[config.mk]
export PLATFORM = sky130hd
export DESIGN_NAME = wb_arbiter_flat
export DESIGN_NICKNAME = d
export VERILOG_FILES = /design/src/rtl/wb_arbiter_pkg.sv /design/src/rtl/wb_arbiter_if.sv /design/src/rtl/wb_arbiter_rr_arbiter3.sv /design/src/rtl/wb_arbiter.sv /design/src/flat_wrapper.sv
export SDC_FILE = /design/constraint.sdc
export NUM_CORES = 1
export LEC_CHECK = 0
export CORE_MARGIN = 1.5
export CORE_UTILIZATION = 50
export CTS_BUF_LIST = sky130_fd_sc_hd__clkbuf_2 sky130_fd_sc_hd__clkbuf_4 sky130_fd_sc_hd__clkbuf_8
export DETAILED_ROUTE_END_ITERATION = 10
export DONT_BUFFER_PORTS = 1
export SLEW_MARGIN = 25
export SYNTH_ARGS = -nofsm -noshare
export SYNTH_HDL_FRONTEND = slang
export SYNTH_SLANG_ARGS = --single-unit
export TNS_END_PERCENT = 10
[constraint.sdc]
create_clock -name clk -period 4.9 [get_ports clk]
set_clock_uncertainty 0.05 [all_clocks]
set_input_delay 0 -clock clk [delete_from_list [all_inputs] [get_ports clk]]
set_output_delay 0 -clock clk [all_outputs]
set_load 0.005 [all_outputs]
[src/rtl/wb_arbiter_pkg.sv]
// Shared types and helpers for the writeback scheduler and its arbiter.
// Latency: n/a (types and functions only).
// Backpressure: n/a.
package wb_pkg;

    localparam int NUM_WB_SRC   = 3;
    localparam int WB_PREG_W    = 7;
    localparam int WB_ROB_TAG_W = 4;

    typedef enum logic [1:0] {
        WB_ALU = 2'd0,
        WB_BR  = 2'd1,
        WB_LSU = 2'd2
    } wb_src_e;

    typedef struct packed {
        logic [WB_PREG_W-1:0]    prd;
        logic [31:0]             data;
        logic [WB_ROB_TAG_W-1:0] rob_tag;
        logic                    has_rd;
    } wb_entry_t;

    // Age is measured as distance from the ROB head, so wrapped tags compare correctly.
    function automatic logic rob_younger(
        input logic [31:0] tag,
        input logic [31:0] ref_tag,
        input logic [31:0] head,
        input int          tag_w
    );
        logic [31:0] mask;
        logic [31:0] d_tag;
        logic [31:0] d_ref;
        mask  = (32'd1 << tag_w) - 32'd1;
        d_tag = (tag - head) & mask;
        d_ref = (ref_tag - head) & mask;
        return d_tag > d_ref;
    endfunction

endpackage

[src/rtl/wb_arbiter_if.sv]
// Bundle of functional-unit result inputs, squash inputs and the CDB beat.
// Latency: n/a (wiring only).
// Backpressure: fu_ready_out per source gates each result handshake.
interface wb_arbiter_if #(
    parameter int PREG_W    = 7,
    parameter int ROB_TAG_W = 4
);
    import wb_pkg::*;

    logic [NUM_WB_SRC-1:0]                fu_valid_in;
    logic [NUM_WB_SRC-1:0]                fu_ready_out;
    logic [NUM_WB_SRC-1:0][PREG_W-1:0]    fu_prd_in;
    logic [NUM_WB_SRC-1:0][31:0]          fu_data_in;
    logic [NUM_WB_SRC-1:0][ROB_TAG_W-1:0] fu_rob_tag_in;
    logic [NUM_WB_SRC-1:0]                fu_has_rd_in;

    logic [ROB_TAG_W-1:0]                 rob_head;
    logic                                 mispredict;
    logic [ROB_TAG_W-1:0]                 mispredict_tag;

    logic                                 cdb_valid;
    logic [PREG_W-1:0]                    cdb_prd;
    logic [31:0]                          cdb_data;
    logic [ROB_TAG_W-1:0]                 cdb_rob_tag;
    logic                                 cdb_has_rd;
    logic [1:0]                           cdb_src;
    logic [15:0]                          stall_cnt;

    modport master (
        output fu_valid_in, fu_prd_in, fu_data_in, fu_rob_tag_in, fu_has_rd_in,
        output rob_head, mispredict, mispredict_tag,
        input  fu_ready_out,
        input  cdb_valid, cdb_prd, cdb_data, cdb_rob_tag, cdb_has_rd, cdb_src, stall_cnt
    );

    modport slave (
        input  fu_valid_in, fu_prd_in, fu_data_in, fu_rob_tag_in, fu_has_rd_in,
        input  rob_head, mispredict, mispredict_tag,
        output fu_ready_out,
        output cdb_valid, cdb_prd, cdb_data, cdb_rob_tag, cdb_has_rd, cdb_src, stall_cnt
    );

endinterface

[src/rtl/wb_arbiter_rr_arbiter3.sv]
// Three-way round-robin picker: first requester at or after ptr, wrapping 2->0.
// Latency: combinational.
// Backpressure: none; grant is zero when no request is present.
module rr_arbiter3 (
    input  logic [2:0] req,
    input  logic [1:0] ptr,
    output logic [2:0] grant
);

    logic [2:0] idx;

    always_comb begin
        grant = '0;
        idx   = '0;
        for (int k = 0; k < 3; k++) begin
            idx = {1'b0, ptr} + 3'(k);
            if (idx >= 3'd3) begin
                idx = idx - 3'd3;
            end
            if (grant == 3'b000 && req[idx[1:0]]) begin
                grant[idx[1:0]] = 1'b1;
            end
        end
    end

endmodule

[src/rtl/wb_arbiter.sv]
// Writeback scheduler: one holding slot per FU, round-robin onto a registered CDB beat.
// Latency: result accepted at edge E is on the CDB after edge E+1.
// Backpressure: a held slot drops fu_ready_out until it wins the CDB (or is refilled on its win).
module wb_arbiter
    import wb_pkg::*;
#(
    parameter int PREG_W    = 7,
    parameter int ROB_TAG_W = 4
) (
    input  logic         clk,
    input  logic         reset,
    wb_arbiter_if.slave  wb
);

    typedef struct packed {
        logic [PREG_W-1:0]    prd;
        logic [31:0]          data;
        logic [ROB_TAG_W-1:0] rob_tag;
        logic                 has_rd;
    } slot_t;

    slot_t [NUM_WB_SRC-1:0] hold;
    logic  [NUM_WB_SRC-1:0] hold_valid;
    logic  [NUM_WB_SRC-1:0] squash_hold;
    logic  [NUM_WB_SRC-1:0] squash_in;
    logic  [NUM_WB_SRC-1:0] req;
    logic  [NUM_WB_SRC-1:0] grant;
    logic  [NUM_WB_SRC-1:0] accept;
    logic  [1:0]            rr_ptr;
    logic  [1:0]            win_idx;
    wb_src_e                winner;
    logic                   multi_held;

    always_comb begin
        squash_hold = '0;
        squash_in   = '0;
        for (int i = 0; i < NUM_WB_SRC; i++) begin
            squash_hold[i] = wb.mispredict &
                rob_younger(32'(hold[i].rob_tag), 32'(wb.mispredict_tag),
                            32'(wb.rob_head), ROB_TAG_W);
            squash_in[i]   = wb.mispredict &
                rob_younger(32'(wb.fu_rob_tag_in[i]), 32'(wb.mispredict_tag),
                            32'(wb.rob_head), ROB_TAG_W);
        end
    end

    // Grant depends only on registered slots, so ready never loops back through fu_valid_in.
    assign req = hold_valid & ~squash_hold;

    rr_arbiter3 u_rr (
        .req   (req),
        .ptr   (rr_ptr),
        .grant (grant)
    );

    always_comb begin
        winner = WB_ALU;
        if (grant[1]) begin
            winner = WB_BR;
        end else if (grant[2]) begin
            winner = WB_LSU;
        end
    end

    assign win_idx         = winner;
    assign wb.fu_ready_out = ~hold_valid | grant;
    // Squashed arrivals still complete their handshake; they are simply not stored.
    assign accept          = wb.fu_valid_in & wb.fu_ready_out & ~squash_in;
    assign multi_held      = (req[0] & req[1]) | (req[0] & req[2]) | (req[1] & req[2]);

    always_ff @(posedge clk) begin
        if (reset) begin
            hold_valid     <= '0;
            hold           <= '0;
            rr_ptr         <= 2'd0;
            wb.cdb_valid   <= 1'b0;
            wb.cdb_prd     <= '0;
            wb.cdb_data    <= '0;
            wb.cdb_rob_tag <= '0;
            wb.cdb_has_rd  <= 1'b0;
            wb.cdb_src     <= 2'd0;
            wb.stall_cnt   <= '0;
        end else begin
            for (int i = 0; i < NUM_WB_SRC; i++) begin
                if (accept[i]) begin
                    hold_valid[i]     <= 1'b1;
                    hold[i].prd       <= wb.fu_prd_in[i];
                    hold[i].data      <= wb.fu_data_in[i];
                    hold[i].rob_tag   <= wb.fu_rob_tag_in[i];
                    hold[i].has_rd    <= wb.fu_has_rd_in[i];
                end else if (grant[i] || squash_hold[i]) begin
                    hold_valid[i]     <= 1'b0;
                end
            end

            if (grant != '0) begin
                wb.cdb_valid   <= 1'b1;
                wb.cdb_prd     <= hold[win_idx].prd;
                wb.cdb_data    <= hold[win_idx].data;
                wb.cdb_rob_tag <= hold[win_idx].rob_tag;
                wb.cdb_has_rd  <= hold[win_idx].has_rd;
                wb.cdb_src     <= win_idx;
                unique case (winner)
                    WB_ALU:  rr_ptr <= 2'd1;
                    WB_BR:   rr_ptr <= 2'd2;
                    default: rr_ptr <= 2'd0;
                endcase
            end else begin
                wb.cdb_valid   <= 1'b0;
            end

            if (multi_held && wb.stall_cnt != 16'hFFFF) begin
                wb.stall_cnt <= wb.stall_cnt + 16'd1;
            end
        end
    end

endmodule

[src/flat_wrapper.sv]
// flat-port wrapper written by rule: the top's interface ports become plain ports
module wb_arbiter_flat import wb_pkg::*;
#(
    parameter int PREG_W    = 7,
    parameter int ROB_TAG_W = 4
)
  (clk, reset, wb_fu_valid_in, wb_fu_prd_in, wb_fu_data_in, wb_fu_rob_tag_in, wb_fu_has_rd_in, wb_rob_head, wb_mispredict, wb_mispredict_tag, wb_fu_ready_out, wb_cdb_valid, wb_cdb_prd, wb_cdb_data, wb_cdb_rob_tag, wb_cdb_has_rd, wb_cdb_src, wb_stall_cnt);
  wb_arbiter_if #(.PREG_W(PREG_W), .ROB_TAG_W(ROB_TAG_W)) wb_i ();
  input  logic clk;
  input  logic reset;
  input wire logic [$bits(wb_i.fu_valid_in)-1:0] wb_fu_valid_in;
  input wire logic [$bits(wb_i.fu_prd_in)-1:0] wb_fu_prd_in;
  input wire logic [$bits(wb_i.fu_data_in)-1:0] wb_fu_data_in;
  input wire logic [$bits(wb_i.fu_rob_tag_in)-1:0] wb_fu_rob_tag_in;
  input wire logic [$bits(wb_i.fu_has_rd_in)-1:0] wb_fu_has_rd_in;
  input wire logic [$bits(wb_i.rob_head)-1:0] wb_rob_head;
  input wire logic [$bits(wb_i.mispredict)-1:0] wb_mispredict;
  input wire logic [$bits(wb_i.mispredict_tag)-1:0] wb_mispredict_tag;
  output wire logic [$bits(wb_i.fu_ready_out)-1:0] wb_fu_ready_out;
  output wire logic [$bits(wb_i.cdb_valid)-1:0] wb_cdb_valid;
  output wire logic [$bits(wb_i.cdb_prd)-1:0] wb_cdb_prd;
  output wire logic [$bits(wb_i.cdb_data)-1:0] wb_cdb_data;
  output wire logic [$bits(wb_i.cdb_rob_tag)-1:0] wb_cdb_rob_tag;
  output wire logic [$bits(wb_i.cdb_has_rd)-1:0] wb_cdb_has_rd;
  output wire logic [$bits(wb_i.cdb_src)-1:0] wb_cdb_src;
  output wire logic [$bits(wb_i.stall_cnt)-1:0] wb_stall_cnt;
  assign wb_i.fu_valid_in = wb_fu_valid_in;
  assign wb_i.fu_prd_in = wb_fu_prd_in;
  assign wb_i.fu_data_in = wb_fu_data_in;
  assign wb_i.fu_rob_tag_in = wb_fu_rob_tag_in;
  assign wb_i.fu_has_rd_in = wb_fu_has_rd_in;
  assign wb_i.rob_head = wb_rob_head;
  assign wb_i.mispredict = wb_mispredict;
  assign wb_i.mispredict_tag = wb_mispredict_tag;
  assign wb_fu_ready_out = wb_i.fu_ready_out;
  assign wb_cdb_valid = wb_i.cdb_valid;
  assign wb_cdb_prd = wb_i.cdb_prd;
  assign wb_cdb_data = wb_i.cdb_data;
  assign wb_cdb_rob_tag = wb_i.cdb_rob_tag;
  assign wb_cdb_has_rd = wb_i.cdb_has_rd;
  assign wb_cdb_src = wb_i.cdb_src;
  assign wb_stall_cnt = wb_i.stall_cnt;
  wb_arbiter #(.PREG_W(PREG_W), .ROB_TAG_W(ROB_TAG_W)) u_core (.clk(clk), .reset(reset), .wb(wb_i));
endmodule
==> flow_summary.ini, run 1 <==
[status]
status = completed

[clocking]
numCtsBuffers = 17
cts.sinks = 200
path_clk_slew_ns = 0.11
htree_levels = 4
cts_setup_buffers = 0
cts-root-buf = clkbuf_8
cts_tree = built
clk_latency_ns = 0.47
clockBufferDepth = 2

[power]
combinationalPowerShare_pct = 44.0
switching_share_pct = 40.6
leakage_nw = 4.90
power.switching_mw = 2.33
internal-power_mw = 3.40
p_per_area_mw_per_mm2 = 476
pwr-share-clk_pct = 18.3
pwr-share-seq_pct = 37.8
ir_drop_uv = 255

[floorplanning]
io_pins = 212
rows = 51
core-area_sq_mm = 0.0196
start_util_pct = 51.3
chipHeight_um = 145
die_x_um = 145
dieArea_sq_mm = 0.0209

[critical_path]
cp_data_arrival_time_ns = 4.87
crit_fanout = 11
crit_required_ns = 5.18
path_cells = inv_1 > ha_1 > inv_1 > fa_1 > ha_1 > nor2b_1 > o211ai_1 > and3b_2 > o211ai_2 > o211ai_1 > a2111o_1 > a41oi_4 > mux2i_1 > dlygate4sd3_1 > nor2_1
slowest_stage = a41oi_4
path_class = flip-flop to flip-flop
crit_family = compound AO/OA/AOI/OAI gates
cp-end-kind = flip-flop
startpoint_type = flip-flop
crit_buf_inv = 3
crit_path_max_incr_delay_ns = 0.58

[drt]
dr.pass1.iters = 4
postRouteAntennaNets = 0
drt_wl_total_um = 25300
vias_per_cell = 5.51
drt_iter0_drc = 329
wire_per_inst_um = 18.3
drc_errors = 0
num_vias = 7609

[yosys]
synth_warnings = 0
synth-edff-count = 0
syn-instance-count = 996
syn_area_per_cell_sq_um = 10.1
syn-num-nets = 1193
netlist_area_sq_mm = 0.0100
synth_area_leaders = dfxtp_1 40%, mux2i_1 13%, nand3b_1 6.5%
synth-async-reset-ratio_pct = 0
yosys.area.top_type_share_pct = 39.9
synth_cell_types = 57
synth_top_cell_by_area = dfxtp_1
synth_ff_type = dfxtp_1
yosysSeqAreaShare_pct = 39.9
synth_seq_cells = 200

[final_layout]
diodes = 0
fin_area_sq_mm = 0.0120
regArea_sq_mm = 0.00400
nets = 1301
drive_gt1_share_pct = 8.96
area_growth_pct = 19.9
num-fill-cells = 1645
multiInputGateArea_sq_mm = 0.00553

[place]
post-dp-hpwl_um = 16300
port-buffer-count = 0
place_area_sq_mm = 0.0102
gp_congestion = 0.922

[global_routing]
grtUsageTotal_pct = 24.2
grt_start_max_net_pins = 244
grt_pass1_wl_um = 39200
grt_pass1_vias = 7471
antenna_found_initial = 0
overflow = 0

[timing]
fin_crit_ns = 4.59
setup_viol = 0
hold_viol = 0
fin_crit_sh_pct = 93.7
fmax_mhz = 218
worstMarginPinSlew_ns = 0.950
slew_headroom_pct = 36.4
rsz0062_at_grt = no
fin_tns_setup_ns = 0
maxSlewViolCount = 0

[min_path]
hold_class = input port to flip-flop

[run]
maxCapViolCount = 0
-- worst reg2reg max path, cell delays in order, from the launching register on --
cell,delay (ns)
dfxtp_1,0.37
inv_1,0.05
ha_1,0.17
inv_1,0.08
fa_1,0.43
ha_1,0.33
nor2b_1,0.18
o211ai_1,0.12
and3b_2,0.31
o211ai_2,0.20
o211ai_1,0.21
a2111o_1,0.51
a41oi_4,0.58
mux2i_1,0.26
dlygate4sd3_1,0.58
nor2_1,0.04
-- path summary, 6_finish.rpt --
path                    start  slack [ns]               end  cells after the start
min reg2reg  u_core.hold[107]        0.45  u_core.hold[107]                      2
max reg2reg    u_core.hold[1]        0.31   u_core.hold[38]                     15
max            u_core.hold[1]        0.31   u_core.hold[38]                     15
min                     reset        0.01   u_core.hold[22]                      2
-- metrics by stage --
stage	worst slack (ns)	std cells	util [%]	total power, mW	hold slack [ns]
finish	0.310	1381	61.5	5.73	0.00961
global route	0.0178	1381	61.5	6.08	0.0332
CTS	0.229	1380	61.3	5.75	0.0128
detailed placement	0.575	1206	52.0	4.56	0.0371
global placement	0.580	1206	52.0	4.55	0.0334
floorplan	1.12	996	-	4.05	0.0939
-- cells in the final DEF, fill, tap and decap left out, types with 12 or more instances in the layout --
cell type        n
mux2i_1        132
nand2_1         18
inv_1           30
dlygate4sd3_1  143
nor2_1         113
o221ai_1        12
ha_1            44
nand2b_1        46
clkbuf_8        18
o21ai_0         48
xor2_1          20
xnor2_1         21
nand3_1         15
o221ai_2        35
nand3b_1        87
dfxtp_1        200
a21oi_1         14
-- cell usage after synthesis, drive strengths merged, types with 5 or more instances --
master,n
mux2i,132
o211ai,8
nand3,15
inv,30
and3,6
fa,7
ha,44
o21ai,51
xor2,20
buf,33
a21oi,15
nor3,5
xnor2,22
dfxtp,200
nand2b,46
a21o,9
nand3b,88
nor2,113
clkbuf,38
nand2,18
o221ai,47
-- what timing repair did --
action                                  in CTS  in global routing
endpoints found under the hold margin      199                 19
endpoints found under the setup margin       0                  3
hold buffers                               143                  1
gates resized for setup                      0                  5
-- cell type report --
cell class	count	share of cell area (%)
well taps	265	2.75
multi-input cells	695	45.9
clock inverters	13	1.14
clock buffers	18	2.06
inverters	30	0.935
flip-flops and latches	200	33.3
repair buffers	160	13.9
-- per-layer routing --
layer	part of all wire, %	up-vias	track usage (%)	wire, um
li1	-	3759	-	-
met1	45	3624	31.1	11400
met2	47	203	39.7	11900
met3	6.3	23	6.61	1590
met4	1.5	0	7.02	388
met5	0	-	0	0
-- power by group through the flow --
stage | logic (mW) | clock network [mW] | registers, mW
detailed placement | 2.37 | 0 | 2.20
global route | 2.74 | 1.14 | 2.20
finish | 2.52 | 1.05 | 2.16
floorplan | 1.94 | 0 | 2.11
global placement | 2.35 | 0 | 2.20
CTS | 2.51 | 1.08 | 2.16
-- logic make-up (layout without fill, tap and decap cells) --
group / after synthesis / count (layout) / share of synthesized area, %
mux: 132 / 132 / 13.2
xor+xnor: 42 / 42 / 3.74
buf+inv: 101 / 221 / 5.51
simple gates: 313 / 313 / 17.4
flops: 200 / 200 / 39.9
fa+ha+maj: 54 / 54 / 7.18
compound gates: 154 / 154 / 13.2
-- sequential cells by signal, summed over array words and instances (netlist names) --
register / cells
u_core.wb.cdb_data: 32
u_core.wb.cdb_prd: 7
u_core.wb.cdb_valid: 1
u_core.wb.cdb_src: 2
u_core.rr_ptr: 2
u_core.hold: 132
u_core.wb.cdb_has_rd: 1
u_core.hold_valid: 3
u_core.wb.stall_cnt: 16
u_core.wb.cdb_rob_tag: 4
Power figures use the tool's default switching activity.
==> run 2: changes to the inputs <==
SYNTH_HIERARCHICAL = 1   (was not set)
==> run 2 against run 1 <==
  * The run now ends with hold timing left
  * Wire length increased by 0.37%
  * Worst hold slack got worse by 0.054 ns
  * Synthesized cell count increased by 12%
  * Final cell count rose by 8.5%
  * First-iteration DRC count up 32%
  * Combinational power rose by 39%
  * Critical path depth rose by 5
  * Clock power is 5% higher
  * Cell area decreased by 0.30%
  * Sequential share of layout area increased by 0.11 points
  * Non-clock buffer count grew 9
  * Flip-flop and latch count unchanged
==> flow_summary.ini, run 2 <==
[yosys]
synth-async-reset-ratio_pct = 0
yosysSeqAreaShare_pct = 41.1
synth_ff_type = dfxtp_1
synthMostInstantiatedCell = nor2_1
synth_area_leaders = dfxtp_1 41%, mux2i_1 14%, nor2_1 9.0%
synth-edff-count = 0
synth_top_cell_by_area = dfxtp_1
syn_area_per_cell_sq_um = 8.74
syn-instance-count = 1114
synth_cell_types = 61
synth_warnings = 6
yosys.area.top_type_share_pct = 41.1
synth_seq_cells = 200
netlist_area_sq_mm = 0.00974
syn-num-nets = 1311
synth_common_cells = 234 x nor2_1, 200 x dfxtp_1, 132 x mux2i_1, 79 x inv_1, 77 x a21oi_1

[global_routing]
grt_start_max_net_pins = 204
overflow = 0
grt_pass1_wl_um = 40900
grt_pass1_vias = 8081
grtUsageTotal_pct = 25.4
antenna_found_initial = 1

[drt]
drt_wl_total_um = 25400
dr.pass1.iters = 5
vias_per_cell = 5.46
drt_iter0_drc = 433
wire_per_inst_um = 17.0
postRouteAntennaNets = 0
num_vias = 8191
drc_errors = 0

[final_layout]
nets = 1422
multiInputGateArea_sq_mm = 0.00517
largestRegisters = u_core/hold (132), u_core/wb.cdb_data (32), u_core/wb.stall_cnt (16)
num-fill-cells = 1657
regArea_sq_mm = 0.00401
final_cell_mix = 234 x nor2_1, 199 x dfxtp_1, 138 x dlygate4sd3_1
drive_gt1_share_pct = 6.87
regMostFlops = u_core/hold
area_growth_pct = 23.3
largest_reg_flops = 132
final_common_cell = nor2_1

[timing]
fmax_mhz = 220
setup_viol = 0
layout_setup_ws_ns = 0.360
maxSlewViolCount = 0
slew_headroom_pct = 36.2
hold_viol = 2
worstMarginPinSlew_ns = 0.957
fin_tns_setup_ns = 0
fin_crit_ns = 4.54
hold-worst-slack_ns = -0.0446
fin_crit_sh_pct = 92.6
rsz0062_at_grt = no

[floorplanning]
chipHeight_um = 143
rows = 50
core-area_sq_mm = 0.0189
start_util_pct = 51.5
die_x_um = 143
dieArea_sq_mm = 0.0203
io_pins = 212

[critical_path]
startpoint_type = flip-flop
crit_required_ns = 5.18
cp_data_arrival_time_ns = 4.82
r2r_cells = 20
path_cells = ha_1 > a21o_1 > a21oi_1 > xnor2_1 > ha_1 > and3b_1 > a311o_1 > a31o_1 > inv_2 > buf_4 > nand2b_1 > a21oi_1 > o32ai_1 > buf_4 > o31ai_4 > nand2b_4 > o311a_4 > mux2i_1 > dlygate4sd3_1 > nor2_1
cp-end-kind = flip-flop
crit_path_max_incr_delay_ns = 0.56
path_class = flip-flop to flip-flop
slowest_stage = dlygate4sd3_1
crit_fanout = 7

[clocking]
path_clk_slew_ns = 0.11
numCtsBuffers = 17
cts.sinks = 200
clk_latency_ns = 0.47
clockBufferDepth = 2
htree_levels = 4
cts_tree = built
cts-root-buf = clkbuf_8

[place]
gp_congestion = 0.807
post-dp-hpwl_um = 15900
pre_cts_ws_ns = 0.294
port-buffer-count = 0

[power]
pwr-share-clk_pct = 16.2
internal-power_mw = 3.85
switching_share_pct = 43.0
pwr-share-seq_pct = 31.8
finalPower_mw = 6.76
combinationalPowerShare_pct = 51.9
p_per_area_mw_per_mm2 = 563
ir_drop_uv = 391
power.switching_mw = 2.91
leakage_nw = 4.84

[min_path]
whs_path_depth = 2
hold_class = input port to flip-flop

[status]
status = complete, but fails checks
violations = hold timing

[run]
maxCapViolCount = 0
==> run 2: cell types whose count changed after synthesis, sizes merged, moves of 38 or more <==
cell    change
nor3       +41
a21oi      +62
nand2b     -38
inv        +49
o221ai     -47
nor2      +121
nand3b     -87
a221oi     +43
==> run 2: power groups by stage <==
stage | registers (mW) | clock network [mW] | logic (mW)
floorplan | 2.12 | 0 | 2.53
global placement | 2.18 | 0 | 3.28
detailed placement | 2.18 | 0 | 3.30
CTS | 2.15 | 1.12 | 3.44
global route | 2.19 | 1.19 | 3.93
finish | 2.15 | 1.10 | 3.51
==> run 2: layout make-up <==
type                    instances  share of cell area, %
diodes                          1                 0.0208
clock buffers                  18                   2.06
clock inverters                14                   1.44
inverters                      79                   2.47
multi-input cells             758                   43.1
flip-flops and latches        200                   33.4
well taps                     260                   2.71
repair buffers                169                   14.9
==> run 2: kinds of logic after synthesis <==
kind of cell / synth area share [%]
AND/OR/NAND/NOR: 16.3
XOR/XNOR: 2.51
flip-flops: 41.1
buffers and inverters: 6.62
adder cells (fa/ha/maj): 7.52
AO/OA/AOI/OAI: 12.1
multiplexers: 13.8
==> run 2: repair_timing <==
item                                   in CTS  in global routing
endpoints found under the hold margin     200                  0
hold buffers                              139                  0
buffers inserted                            0                  6
setup endpoints to repair                   0                129
resized for setup                           0                  7
==> run 2: critical path: cells and delay by family, from the launching register on <==
kind / cells / cell delay, ns
AOI/OAI and AO/OA: 8 / 1.63
buffers and inverters: 4 / 0.99
adders and majority gates: 2 / 0.54
and+or+nand+nor: 4 / 0.48
DFF: 1 / 0.36
muxes: 1 / 0.19
xor gates and xnor gates: 1 / 0.14
==> run 2: path summary, 6_finish.rpt <==
check,from,end,slack (ns)
setup / recovery,u_core/hold[46],u_core/hold[50],0.36
setup reg to reg,u_core/hold[46],u_core/hold[50],0.36
hold reg to reg,u_core/hold[37],u_core/hold[37],0.45
hold / removal,reset,u_core/wb.stall_cnt[7],-0.04
==> run 2: stage by stage <==
stage	std cells	utilization, %	area [sq um]
floorplan	1114	-	9740
detailed placement	1321	53.4	10100
CTS	1492	63.1	11900
global placement	1321	53.4	10100
global route	1499	63.5	12000
finish	1499	63.5	12000
==> run 2: routing by layer <==
layer / track usage (%) / wire length, um / up-vias / share of wire, %
li1: - / - / 4049 / -
met1: 33.2 / 11500 / 3911 / 45
met2: 42.1 / 12300 / 207 / 48
met3: 5.59 / 1280 / 24 / 5.0
met4: 6.89 / 338 / 0 / 1.3
met5: 0 / 0 / - / 0
